==> config.mk <==
export PLATFORM = sky130hd
export DESIGN_NAME = sprite_palette_arbiter
export DESIGN_NICKNAME = d
export VERILOG_FILES = /design/src/rtl/sprite_pkg.sv /design/src/rtl/rr_arbiter2.sv /design/src/rtl/sprite_palette_arbiter.sv
export SDC_FILE = /design/constraint.sdc
export NUM_CORES = 1
export LEC_CHECK = 0
export ABC_AREA = 1
export CAP_MARGIN = 25
export CORE_ASPECT_RATIO = 0.5
export CORE_MARGIN = 2
export CORE_UTILIZATION = 38
export CTS_CLUSTER_SIZE = 25
export DETAILED_ROUTE_END_ITERATION = 16
export GPL_TIMING_DRIVEN = 0
export MAX_ROUTING_LAYER = met4
export PLACE_DENSITY = 0.92
export SLEW_MARGIN = 10
export SYNTH_ARGS = -nofsm -noshare
export SYNTH_HDL_FRONTEND = slang
export SYNTH_HIERARCHICAL = 1
export SYNTH_SLANG_ARGS = --single-unit
==> constraint.sdc <==
create_clock -name clk -period 1.6 [get_ports clk]
set_clock_uncertainty 0.1 [all_clocks]
set_input_delay 0.32 -clock clk [delete_from_list [all_inputs] [get_ports clk]]
set_output_delay 0.32 -clock clk [all_outputs]
set_load 0.02 [all_outputs]
==> src/rtl/sprite_pkg.sv <==
// Shared constants and types for the sprite/palette arbiter slice.
// Requester IDs, RGB width and the packed 12-bit color type.
package sprite_pkg;

  localparam int RGB_W = 12;

  localparam logic ID_BOY  = 1'b0;
  localparam logic ID_GIRL = 1'b1;

  typedef logic [RGB_W-1:0] rgb12_t;

endpackage

==> src/rtl/rr_arbiter2.sv <==
// Two-way round-robin grant with its rr_last history register.
// Ports: clk, rst, req[1:0], flush in; gnt[1:0] one-hot out (combinational).
module rr_arbiter2
  import sprite_pkg::*;
(
  input  logic       clk,
  input  logic       rst,
  input  logic [1:0] req,
  input  logic       flush,
  output logic [1:0] gnt
);

  logic rr_last;
  logic xfer;

  // rr_last names the previous winner; on contention the other side wins.
  always_comb begin
    gnt = 2'b00;
    if (!flush) begin
      case (req)
        2'b01:   gnt = 2'b01;
        2'b10:   gnt = 2'b10;
        2'b11:   gnt = (rr_last == ID_BOY) ? 2'b10 : 2'b01;
        default: gnt = 2'b00;
      endcase
    end
  end

  assign xfer = |(req & gnt);

  always_ff @(posedge clk or posedge rst) begin
    if (rst) begin
      rr_last <= ID_GIRL;
    end else if (xfer) begin
      rr_last <= gnt[1];
    end
  end

endmodule

==> src/rtl/sprite_palette_arbiter.sv <==
// Shares one sync sprite ROM and a comb palette between two draw units.
// Ports: req/addr0/addr1 -> gnt; rom_addr/rom_index; pal_index/pal_rgb; rsp_*.
module sprite_palette_arbiter
  import sprite_pkg::*;
#(
  parameter int ADDR_W       = 10,
  parameter int IDX_W        = 6,
  parameter int ROM_LAT      = 1,
  parameter int TRANSP_INDEX = 0
) (
  input  logic              clk,
  input  logic              rst,
  input  logic [1:0]        req,
  input  logic [ADDR_W-1:0] addr0,
  input  logic [ADDR_W-1:0] addr1,
  output logic [1:0]        gnt,
  input  logic              flush,
  output logic [ADDR_W-1:0] rom_addr,
  input  logic [IDX_W-1:0]  rom_index,
  output logic [IDX_W-1:0]  pal_index,
  input  rgb12_t            pal_rgb,
  output logic              rsp_valid,
  output logic              rsp_id,
  output rgb12_t            rsp_rgb,
  output logic              rsp_opaque
);

  logic             xfer;
  logic             gid;
  logic [ROM_LAT:0] vld;
  logic [ROM_LAT:0] ids;
  logic             hit;

  rr_arbiter2 u_arb (
    .clk   (clk),
    .rst   (rst),
    .req   (req),
    .flush (flush),
    .gnt   (gnt)
  );

  assign xfer      = |(req & gnt);
  assign gid       = gnt[1];
  assign pal_index = rom_index;

  // Stage ROM_LAT lines up with rom_index for the access it tags.
  assign hit = vld[ROM_LAT] & ~flush;

  always_ff @(posedge clk or posedge rst) begin
    if (rst) begin
      rom_addr <= '0;
      vld      <= '0;
      ids      <= '0;
    end else begin
      if (xfer) begin
        rom_addr <= gid ? addr1 : addr0;
      end
      if (flush) begin
        vld <= '0;
      end else begin
        vld <= {vld[ROM_LAT-1:0], xfer};
      end
      ids <= {ids[ROM_LAT-1:0], gid};
    end
  end

  // Response data only moves on a live response, so a flush leaves it held.
  always_ff @(posedge clk or posedge rst) begin
    if (rst) begin
      rsp_valid  <= 1'b0;
      rsp_id     <= ID_BOY;
      rsp_rgb    <= '0;
      rsp_opaque <= 1'b0;
    end else begin
      rsp_valid <= hit;
      if (hit) begin
        rsp_id     <= ids[ROM_LAT];
        rsp_rgb    <= pal_rgb;
        rsp_opaque <= (rom_index != IDX_W'(TRANSP_INDEX));
      end
    end
  end

endmodule

==> impl_metrics.env, run 1 <==
export IMPL_r2r_slack_ns=0.11
export IMPL_fin_util_pct=65.6
export IMPL_synth_fp_nets=215
export IMPL_seq_area_frac_synth_pct=55.5
export IMPL_worstSetupStartpointType="register"
export IMPL_clk_insertion_delay_late_ns=0.28
export IMPL_netlist_instances=172
export IMPL_layout_drive_gt1_share_pct=16.0
export IMPL_die_area_sq_mm=0.00408
export IMPL_combPwrFrac_pct=32.7
export IMPL_drt_total_wl_microns=3740
export IMPL_powerDensity_mw_per_mm2=1080
export IMPL_mostFrequentLayoutCells="86 x nand2_1, 39 x clkdlybuf4s50_1, 29 x dfrtp_1"
export IMPL_vias_per_cell=4.35
export IMPL_design_core_area_sq_mm=0.00342
export IMPL_chipWidth_microns=88.4
export IMPL_portBuffers=75
export IMPL_cpPeakStageDelay_ns=0.54
export IMPL_area_delta_synth_final_pct=65.5
export IMPL_vias=1341
export IMPL_synth_avg_cell_area_sq_um=7.87
export IMPL_core_rowCount=15
export IMPL_cts_sinks=30
export IMPL_design_area_sq_mm=0.00224
export IMPL_path_class="reg2out"
export IMPL_io_pins=76
export IMPL_ys_warn_count=6
export IMPL_finalHoldViolCount=0
export IMPL_place_area_sq_mm=0.00220
export IMPL_report_final_slew_viol_count=0
export IMPL_period_needed_ns=1.58
export IMPL_netlist_top_cells_area="dfrtp_1 54%, nand2_1 24%, inv_1 5.3%"
export IMPL_synth_seq_cells=30
export IMPL_path_cells="buf_4 > a21oi_4 > buf_4"
export IMPL_synth_cell_types=16
export IMPL_cts_tree="built"
export IMPL_leakage_nw=1.22
export IMPL_hold_path_class="in2async"
export IMPL_p_sw_mw=0.808
export IMPL_cts_buffers=5
export IMPL_grt_pass1_wl_microns=5910
export IMPL_finalSetupViolCount=0
export IMPL_path_clk_slew_ns=0.06
export IMPL_slew_headroom_pct=76.7
export IMPL_grt_ovfl_total=0
export IMPL_end_kind="primary output"
export IMPL_regArea_sq_um=752
export IMPL_p_int_mw=1.61
export IMPL_track_usage_pct=20.7
export IMPL_critPathBufInv=2
export IMPL_crit_fanout=5
export IMPL_grt_pass1_vias=1341
export IMPL_arrival_ns=1.16
export IMPL_cpMostUsedCell="buf_4"
export IMPL_clk_path_buf_depth=2
export IMPL_route_antenna_remaining_nets=0
export IMPL_drt_iter0_drc=52
export IMPL_h_tree_depth=2
export IMPL_cts_root_buf="clkbuf_8"
export IMPL_fin_nets=299
export IMPL_cts_hold_fix_buffers=0
export IMPL_initial_core_util_pct=39.6
export IMPL_status="complete, no violations"
export IMPL_fin_crit_sh_pct=98.5
export IMPL_diodes=0
export IMPL_layout_commonest_cell="nand2_1"
export IMPL_cp_required_ns=1.18
export IMPL_power_frac_seq_pct=41.3
export IMPL_yosysTopAreaCellShare_pct=53.6
export IMPL_drc_errors=0
export IMPL_place_congestion=0.781
export IMPL_nFillCells=276
export IMPL_hpwl_microns=2750
export IMPL_critPathTopFamily="flip-flops"
export IMPL_chipHeight_microns=46.2
export IMPL_firstDrtPassIters=6
export IMPL_timing_max_cap_violations=0
export IMPL_vdd_drop_max_v=0.000497
export IMPL_crit_slowest_cell="dfstp_2"
export IMPL_setup_worst_path_start="u_arb/rr_last"
export IMPL_syn_area_sq_mm=0.00135
export IMPL_power_share_clock_pct=26.0
export IMPL_multi_input_area_sq_um=455
export IMPL_yosys_area_top_type="dfrtp_1"
export IMPL_antenna_found_initial=0
export IMPL_grt_max_degree=24
export IMPL_max_freq_mhz=634
export IMPL_r2r_start="u_arb/rr_last"
export IMPL_tightestPinTransition_ns=0.348
export IMPL_power_switching_share_pct=33.5
export IMPL_wl_per_cell_microns=12.1
## cells in the mapped netlist, drive strengths merged
library cell and number:
dfstp 1, inv 21, nor2 7, o21ai 10, dfrtp 29, nand2 90, clkbuf 1, buf 11
nand3 1, a21oi 1
## flip-flops by register name, indices dropped and copies added, names as in the netlist
name           flops
vld                2
rsp_rgb           12
rsp_id             1
u_arb/rr_last      1
rsp_opaque         1
ids                2
rom_addr          10
rsp_valid          1
## path summary, 6_finish.rpt
check / endpoint / cells after the start
min in group clk: vld[1] / 2
min reg2reg: ids[1] / 0
max in group asynchronous: rsp_opaque / 3
max: gnt[1] / 3
min: rom_addr[6] / 2
max reg2reg: rom_addr[1] / 10
## repair_timing
item | CTS | global route
endpoints found under the setup margin | 44 | 8
cloned | 0 | 0
gates resized for setup | 60 | 10
pin swaps | 0 | 1
buffers inserted | 1 | 0
## power groups by stage
stage | Sequential [mW] | Combinational, mW | Clock, mW
global route | 1.02 | 0.856 | 0.674
floorplan | 1.20 | 0.209 | 0
global placement | 1.01 | 0.862 | 0
finish | 0.997 | 0.789 | 0.628
detailed placement | 1.02 | 0.895 | 0
CTS | 0.998 | 0.797 | 0.635
## through the flow
step / TNS (ns) / worst slack (ns) / cells / total power [mW] / hold WS [ns]
floorplan: 0 / 0.0216 / 172 / 1.41 / 0.110
global placement: -12.81 / -0.847 / 298 / 1.87 / 0.233
detailed placement: -10.57 / -0.888 / 299 / 1.91 / 0.248
CTS: 0 / 0.000341 / 308 / 2.43 / 0.242
global route: -0.00721 / -0.00721 / 308 / 2.55 / 0.243
finish: 0 / 0.0238 / 308 / 2.41 / 0.235
## cells by family after synthesis
kind of cell	Yosys count	share of synthesized area [%]
AND/OR/NAND/NOR	98	28.4
AO/OA/AOI/OAI	11	4.07
flip-flops	30	55.5
buffers and inverters	33	12.0
## layer usage
layer	part of all wire [%]	routed length (microns)	vias to the layer above	global-route usage (%)
met2	54	2010	44	37.4
li1	-	-	668	-
met3	4.2	156	15	5.56
met1	39	1440	614	20.7
met5	0	0	-	-
met4	3.5	129	0	12.4
## worst reg2reg max path: stages, from the launching register on
cell and delay [ns]:
dfstp_2 0.54, inv_2 0.05, nand2_2 0.06, nand2_2 0.06
inv_2 0.06, nand2_1 0.04, nand2_1 0.09, inv_1 0.06
buf_2 0.18, nand2_1 0.09, nand2_1 0.06
## area by class of cell
| cell class | count | area share [%] |
|---|---|---|
| plain buffers | 12 | 3.74 |
| clock buffers | 7 | 3.85 |
| clock inverters | 1 | 0.223 |
| inverters | 21 | 3.52 |
| multi-input cells | 109 | 20.3 |
| flip-flops and latches | 30 | 33.6 |
| well taps | 51 | 2.85 |
| repair buffers | 77 | 31.9 |
Note: power is estimated with default switching activity, not from simulation.
==> inputs of run 2 (changes only) <==
- ABC_CLOCK_PERIOD_IN_PS: unset -> 1600
==> results of run 2 <==
The final DEF is identical to that of run 1; final timing and power are the same.
